$ cat src/rtl/grain_keystream_xor_pkg.sv
// Shared types and helpers for the keystream XOR block.
package grain_keystream_xor_pkg;

    localparam int DATA_W = 8;

    typedef logic [DATA_W-1:0] ks_byte_t;

    // Shift one keystream bit into a partially assembled byte.
    // LSB-first shifts right so the first bit ends up in bit 0 after DATA_W shifts.
    function automatic ks_byte_t pack_bit(ks_byte_t sr, logic b, bit msb_first);
        if (msb_first) begin
            return {sr[DATA_W-2:0], b};
        end
        return {b, sr[DATA_W-1:1]};
    endfunction

endpackage

$ cat src/rtl/grain_keystream_xor_if.sv
// Keystream, plaintext and ciphertext signals of the keystream XOR block.
interface grain_keystream_xor_if
    import grain_keystream_xor_pkg::*;
#(
    parameter int KS_DEPTH = 4
);
    localparam int LVL_W = $clog2(KS_DEPTH + 1);

    logic             ks_ready;
    logic             ks_bit;
    logic             ks_enable;
    logic             flush;
    ks_byte_t         pt_data;
    logic             pt_valid;
    logic             pt_ready;
    ks_byte_t         ct_data;
    logic             ct_valid;
    logic             ct_ready;
    logic [LVL_W-1:0] ks_level;

    modport master (
        output ks_ready, ks_bit, flush, pt_data, pt_valid, ct_ready,
        input  ks_enable, pt_ready, ct_data, ct_valid, ks_level
    );

    modport slave (
        input  ks_ready, ks_bit, flush, pt_data, pt_valid, ct_ready,
        output ks_enable, pt_ready, ct_data, ct_valid, ks_level
    );

endinterface

$ cat src/rtl/grain_keystream_xor_ks_byte_fifo.sv
// Synchronous keystream byte FIFO with clear, occupancy count and head output.
module ks_byte_fifo
    import grain_keystream_xor_pkg::*;
#(
    parameter int DEPTH = 4
) (
    input  logic                         clk,
    input  logic                         reset,
    input  logic                         i_clear,
    input  logic                         i_push,
    input  ks_byte_t                     i_data,
    input  logic                         i_pop,
    output ks_byte_t                     o_head,
    output logic [$clog2(DEPTH+1)-1:0]   o_count
);
    localparam int PTR_W = $clog2(DEPTH);
    localparam int CNT_W = $clog2(DEPTH + 1);

    ks_byte_t         r_mem [DEPTH];
    logic [PTR_W-1:0] r_wr_ptr;
    logic [PTR_W-1:0] r_rd_ptr;
    logic [CNT_W-1:0] r_count;
    logic             w_do_push;
    logic             w_do_pop;

    // Clear wins over everything; guards keep the count inside 0..DEPTH.
    assign w_do_push = i_push && !i_clear && (r_count != CNT_W'(DEPTH));
    assign w_do_pop  = i_pop  && !i_clear && (r_count != '0);

    assign o_head  = r_mem[r_rd_ptr];
    assign o_count = r_count;

    // Storage needs no reset; only occupied entries are ever read as valid.
    always_ff @(posedge clk) begin
        if (w_do_push) begin
            r_mem[r_wr_ptr] <= i_data;
        end
    end

    // Pointers wrap naturally because DEPTH is a power of two.
    always_ff @(posedge clk or posedge reset) begin
        if (reset) begin
            r_wr_ptr <= '0;
            r_rd_ptr <= '0;
            r_count  <= '0;
        end else if (i_clear) begin
            r_wr_ptr <= '0;
            r_rd_ptr <= '0;
            r_count  <= '0;
        end else begin
            if (w_do_push) r_wr_ptr <= r_wr_ptr + PTR_W'(1);
            if (w_do_pop)  r_rd_ptr <= r_rd_ptr + PTR_W'(1);
            case ({w_do_push, w_do_pop})
                2'b10:   r_count <= r_count + CNT_W'(1);
                2'b01:   r_count <= r_count - CNT_W'(1);
                default: r_count <= r_count;
            endcase
        end
    end

endmodule

$ cat src/rtl/grain_keystream_xor.sv
// Packs the serial keystream into bytes and XORs them onto a byte stream.
module grain_keystream_xor
    import grain_keystream_xor_pkg::*;
#(
    parameter int KS_DEPTH  = 4,
    parameter bit MSB_FIRST = 1'b0
) (
    input  logic                 clk,
    input  logic                 reset,
    grain_keystream_xor_if.slave bus
);
    localparam int LVL_W = $clog2(KS_DEPTH + 1);
    localparam int CNT_W = $clog2(DATA_W);

    ks_byte_t         r_shift;
    logic [CNT_W-1:0] r_bit_cnt;
    ks_byte_t         r_ct_data;
    logic             r_ct_valid;

    ks_byte_t         w_next_shift;
    ks_byte_t         w_head;
    logic [LVL_W-1:0] w_level;
    logic             w_ks_enable;
    logic             w_push;
    logic             w_pt_ready;
    logic             w_pop;

    assign w_next_shift = pack_bit(r_shift, bus.ks_bit, MSB_FIRST);

    // Enable stops as soon as the FIFO is full, even mid-byte; the partial byte just waits.
    assign w_ks_enable = !reset && bus.ks_ready && !bus.flush && (w_level < LVL_W'(KS_DEPTH));
    assign w_push      = w_ks_enable && (r_bit_cnt == CNT_W'(DATA_W - 1));
    assign w_pt_ready  = !reset && (w_level != '0) && (!r_ct_valid || bus.ct_ready) && !bus.flush;
    assign w_pop       = bus.pt_valid && w_pt_ready;

    assign bus.ks_enable = w_ks_enable;
    assign bus.pt_ready  = w_pt_ready;
    assign bus.ct_data   = r_ct_data;
    assign bus.ct_valid  = r_ct_valid;
    assign bus.ks_level  = w_level;

    // Collector: one keystream bit per enabled edge, push on the last bit of a byte.
    always_ff @(posedge clk or posedge reset) begin
        if (reset) begin
            r_shift   <= '0;
            r_bit_cnt <= '0;
        end else if (bus.flush) begin
            r_shift   <= '0;
            r_bit_cnt <= '0;
        end else if (w_ks_enable) begin
            r_shift   <= w_next_shift;
            r_bit_cnt <= w_push ? '0 : r_bit_cnt + CNT_W'(1);
        end
    end

    // Output register: load on handshake, hold under backpressure, drop valid once taken.
    always_ff @(posedge clk or posedge reset) begin
        if (reset) begin
            r_ct_data  <= '0;
            r_ct_valid <= 1'b0;
        end else if (bus.flush) begin
            r_ct_valid <= 1'b0;
        end else if (w_pop) begin
            r_ct_data  <= bus.pt_data ^ w_head;
            r_ct_valid <= 1'b1;
        end else if (bus.ct_ready) begin
            r_ct_valid <= 1'b0;
        end
    end

    ks_byte_fifo #(
        .DEPTH (KS_DEPTH)
    ) u_fifo (
        .clk     (clk),
        .reset   (reset),
        .i_clear (bus.flush),
        .i_push  (w_push),
        .i_data  (w_next_shift),
        .i_pop   (w_pop),
        .o_head  (w_head),
        .o_count (w_level)
    );

endmodule

$ cat src/flat_wrapper.sv
// flat-port wrapper written by rule: the top's interface ports become plain ports
module grain_keystream_xor_flat import grain_keystream_xor_pkg::*;
#(
    parameter int KS_DEPTH  = 4,
    parameter bit MSB_FIRST = 1'b0
)
  (clk, reset, bus_ks_ready, bus_ks_bit, bus_flush, bus_pt_data, bus_pt_valid, bus_ct_ready, bus_ks_enable, bus_pt_ready, bus_ct_data, bus_ct_valid, bus_ks_level);
  grain_keystream_xor_if #(.KS_DEPTH(KS_DEPTH)) bus_i ();
  input  logic clk;
  input  logic reset;
  input wire logic [$bits(bus_i.ks_ready)-1:0] bus_ks_ready;
  input wire logic [$bits(bus_i.ks_bit)-1:0] bus_ks_bit;
  input wire logic [$bits(bus_i.flush)-1:0] bus_flush;
  input wire logic [$bits(bus_i.pt_data)-1:0] bus_pt_data;
  input wire logic [$bits(bus_i.pt_valid)-1:0] bus_pt_valid;
  input wire logic [$bits(bus_i.ct_ready)-1:0] bus_ct_ready;
  output wire logic [$bits(bus_i.ks_enable)-1:0] bus_ks_enable;
  output wire logic [$bits(bus_i.pt_ready)-1:0] bus_pt_ready;
  output wire logic [$bits(bus_i.ct_data)-1:0] bus_ct_data;
  output wire logic [$bits(bus_i.ct_valid)-1:0] bus_ct_valid;
  output wire logic [$bits(bus_i.ks_level)-1:0] bus_ks_level;
  assign bus_i.ks_ready = bus_ks_ready;
  assign bus_i.ks_bit = bus_ks_bit;
  assign bus_i.flush = bus_flush;
  assign bus_i.pt_data = bus_pt_data;
  assign bus_i.pt_valid = bus_pt_valid;
  assign bus_i.ct_ready = bus_ct_ready;
  assign bus_ks_enable = bus_i.ks_enable;
  assign bus_pt_ready = bus_i.pt_ready;
  assign bus_ct_data = bus_i.ct_data;
  assign bus_ct_valid = bus_i.ct_valid;
  assign bus_ks_level = bus_i.ks_level;
  grain_keystream_xor #(.KS_DEPTH(KS_DEPTH), .MSB_FIRST(MSB_FIRST)) u_core (.clk(clk), .reset(reset), .bus(bus_i));
endmodule
$ cat config.mk
export PLATFORM = sky130hd
export DESIGN_NAME = grain_keystream_xor_flat
export DESIGN_NICKNAME = d
export VERILOG_FILES = /design/src/rtl/grain_keystream_xor_pkg.sv /design/src/rtl/grain_keystream_xor_if.sv /design/src/rtl/grain_keystream_xor_ks_byte_fifo.sv /design/src/rtl/grain_keystream_xor.sv /design/src/flat_wrapper.sv
export SDC_FILE = /design/constraint.sdc
export NUM_CORES = 1
export LEC_CHECK = 0
export BUFFER_PORTS_ARGS = -buffer_cell sky130_fd_sc_hd__buf_2
export CORE_ASPECT_RATIO = 1.5
export CORE_MARGIN = 10
export CORE_UTILIZATION = 52
export DETAILED_ROUTE_END_ITERATION = 7
export GPL_ROUTABILITY_DRIVEN = 0
export PLACE_DENSITY_LB_ADDON = 0.08
export SYNTH_ARGS = -nofsm -noshare
export SYNTH_HDL_FRONTEND = slang
export SYNTH_SLANG_ARGS = --single-unit
$ cat constraint.sdc
create_clock -name clk -period 2.11 [get_ports clk]
set_clock_uncertainty 0.05 [all_clocks]
set_input_delay 0.3165 -clock clk [delete_from_list [all_inputs] [get_ports clk]]
set_output_delay 0.3165 -clock clk [all_outputs]
set_load 0.02 [all_outputs]
==> summary.md <==
| Metric | Value |
|---|---|
| Fin nets | 232 |
| Pins Over Slew Limit | 0 |
| Area of the multi-input gates | 833 sq um |
| Buffer count from post-CTS setup fixing | 0 |
| Vias per cell | 5.11 |
| Required @ worst endpoint | 2.26 ns |
| Worst setup SP type | flip-flop |
| Vias in the first global route | 1557 |
| Syn_nets | 197 |
| WL final | 4350 um |
| Clock buffer count from CTS | 9 |
| Total power | 2.27 mW |
| Chip Height | 105 um |
| Clk_lat worst skew | 0.32 ns |
| Router iterations before antenna repair | 4 |
| Worst vdd ir | 0.451 mV |
| Syn avg cell area | 14.3 sq um |
| Root Buffer | clkbuf_8 |
| Worst rel slew slack | 0.641 |
| Worst Hold Class | in -> async |
| # rows | 30 |
| CTS tree | yes |
| Worst path slowest cell | fa_2 |
| Setup CP Type | reg -> reg |
| FF+latch area | 1610 sq um |
| # fillers | 345 |
| Initial antenna violation count | 0 |
| Die Footprint | 8040 sq um |
| Num Clock Sinks | 58 |
| WP buf/inv | 0 |
| IO buf count | 28 |
| CP endpoint kind | flip-flop |
| Antenna Cells | 0 |
| First-pass GRT wire length | 7580 um |
| Crit-path max FO | 3 |
| Worst Tran Pin Value | 0.539 ns |
| Most frequent CP cell | ha_1 |
| CTS Buffer Depth | 2 |
| WL/cell | 15.6 um |
| Fin Setup TNS | 0 ns |
| Worst Path Arrival | 2.07 ns |
| Starting Density | 0.546 |
| Lkg Pwr | 1.23 nW |
| Core Footprint | 4580 sq um |
| Dpl ws | 0.0957 ns |
| Fin util | 0.639 |
| Post-Syn Area | 2500 sq um |
| Post-cts resize count | 0 |
| Largest net degree at the start of global routing | 29 |
| Synth Instances | 175 |
| Post-route minimum period | 1.92 ns |
| Total track usage | 0.118 |
| Max_cap viols | 0 |
| PD cells | 776 nW/um^2 |
| Chip width | 76.6 um |
| Delay-heaviest family, CP | adder cells |
| F_max | 0.522 GHz |
| DRC | 0 |
| Worst stage delay on the critical path | 0.47 ns |
| CTS HTree Levels | 3 |
| Final Cycle Share | 0.909 |
| # setup viols final | 0 |
| RSZ-0062 raised after global routing | no |
| Outcome | completed |
| Worst hold slack | 0.0475 ns |
| Total gr overflow | 0 |
| Final Hold Fails | 0 |
| Antenna Nets Post-Route | 0 |
| Seq/Total Area, Yosys | 0.644 |
| Worst-path clk slew | 0.06 ns |
| Vias | 1426 |
| Detail Placement HPWL | 3240 um |
| DRT iter0 DRCs | 50 |
| Area Growth Syn to Fin | 17.0% |
| Fraction of layout cells with a size suffix above 1 | 0.298 |
| Synth cell types | 28 |
| Crit-path cells | ha_1, ha_1, a21oi_1, fa_2, mux2_1 |
| Post-route setup slack | 0.193 ns |
| Yosys reg bits | 58 |
| Hold-fix buffers at CTS | 0 |
| IO Pins | 29 |
| YS warnings | 0 |
area by class of cell:
cell class                      instances  area share
Inverter                                4     0.00513
Sequential cell                        58       0.552
Multi-Input combinational cell        103       0.285
Tap cell                               64      0.0274
Clock inverter                          6      0.0197
Timing Repair Buffer                   34      0.0676
Clock buffer                           10      0.0436
power breakdown:
part	total, mW	internal, mW	switching [mW]
combinational	0.109	0.0435	0.0652
clock	0.946	0.537	0.409
sequential	1.22	1.21	0.00986
cells by family (layout without fill, tap and decap cells):
group / Yosys count / in the layout / share of synthesized area
adder cells (fa/ha/maj): 7 / 7 / 0.0380
XOR/XNOR: 11 / 11 / 0.0415
buffers and inverters: 14 / 54 / 0.0270
AO/OA/AOI/OAI: 23 / 23 / 0.0460
flip-flops: 58 / 58 / 0.644
AND/OR/NAND/NOR: 49 / 49 / 0.111
multiplexers: 13 / 13 / 0.0925
flip-flops by register name, indices dropped and copies added (netlist names):
name and flops:
u_core.bus.ct_data 8, u_core.r_shift 7, u_core.bus.ct_valid 1, u_core.u_fifo.r_wr_ptr 2, u_core.r_bit_cnt 3, u_core.u_fifo.r_mem 32
u_core.u_fifo.o_count 3, u_core.u_fifo.r_rd_ptr 2
worst reg2reg max path, delay by kind of cell, from the launching register on:
family	cells	cell delay [ns]
muxes	1	0.29
adders and majority gates	3	0.88
AOI/OAI and AO/OA	1	0.18
DFF	1	0.40
through the flow:
step,std cells,instance area (sq um)
3_3_place_gp,263,2740
6_report,279,2930
4_1_cts,279,2930
5_1_grt,279,2930
2_1_floorplan,175,2520
3_5_place_dp,263,2740
per-layer routing:
layer,track usage,vias up,routed length (um)
met2,0.206,39,2390
met5,0,-,0
met3,0.0463,7,250
met4,0.0533,0,62
met1,0.121,687,1650
li1,-,693,-
cell usage after synthesis (all sizes together):
library cell / n / area share
or3: 1 / 0.0025
a21oi: 4 / 0.0080
o21ai: 19 / 0.038
edfxtp: 32 / 0.38
and3: 5 / 0.013
nand2b: 12 / 0.030
nor3: 1 / 0.0040
clkbuf: 3 / 0.0050
fa: 1 / 0.0080
nor2: 6 / 0.010
xnor2: 11 / 0.042
nand2: 19 / 0.029
nand3: 1 / 0.0020
mux4: 8 / 0.072
mux2i: 4 / 0.016
inv: 4 / 0.0060
nand3b: 1 / 0.0030
mux2: 1 / 0.0045
ha: 6 / 0.030
nand4b: 1 / 0.0095
dfrtp: 26 / 0.26
nor4b: 1 / 0.0060
buf: 7 / 0.016
nor2b: 1 / 0.0025
path summary, 6_finish.rpt:
path	slack, ns	end	cells past startpoint	start
min in group clk	0.18	u_core.u_fifo.r_mem[0][7]	1	bus_ks_bit
worst min register to register	0.43	u_core.bus.ct_data[3]	2	u_core.bus.ct_data[3]
worst min-delay path	0.05	u_core.bus.ct_valid	3	reset
worst max-delay path	0.19	u_core.u_fifo.o_count[1]	5	u_core.r_bit_cnt[0]
max in group asynchronous	1.69	u_core.u_fifo.o_count[0]	3	reset
worst max register to register	0.19	u_core.u_fifo.o_count[1]	5	u_core.r_bit_cnt[0]
cells in the final DEF (no fill, tap or decap):
cell / instances
nand2_1: 19
ha_1: 6
bufinv_16: 1
xnor2_2: 1
edfxtp_1: 32
nand3_1: 1
a21oi_1: 4
nand3b_1: 1
clkinv_2: 3
o21ai_0: 19
nor4b_4: 1
buf_12: 1
clkinv_4: 1
buf_4: 5
dfrtp_1: 24
nor2_2: 1
dfrtp_2: 2
buf_2: 28
clkbuf_1: 1
nor2b_1: 1
nand2b_1: 12
or3_1: 1
xnor2_1: 10
mux2i_1: 4
clkinv_1: 1
fa_2: 1
nor2_1: 5
mux2_1: 1
nor3_2: 1
clkbuf_8: 9
nand4b_4: 1
inv_1: 4
mux4_2: 8
and3_1: 5
No activity file was read; power rests on OpenSTA's default activity.
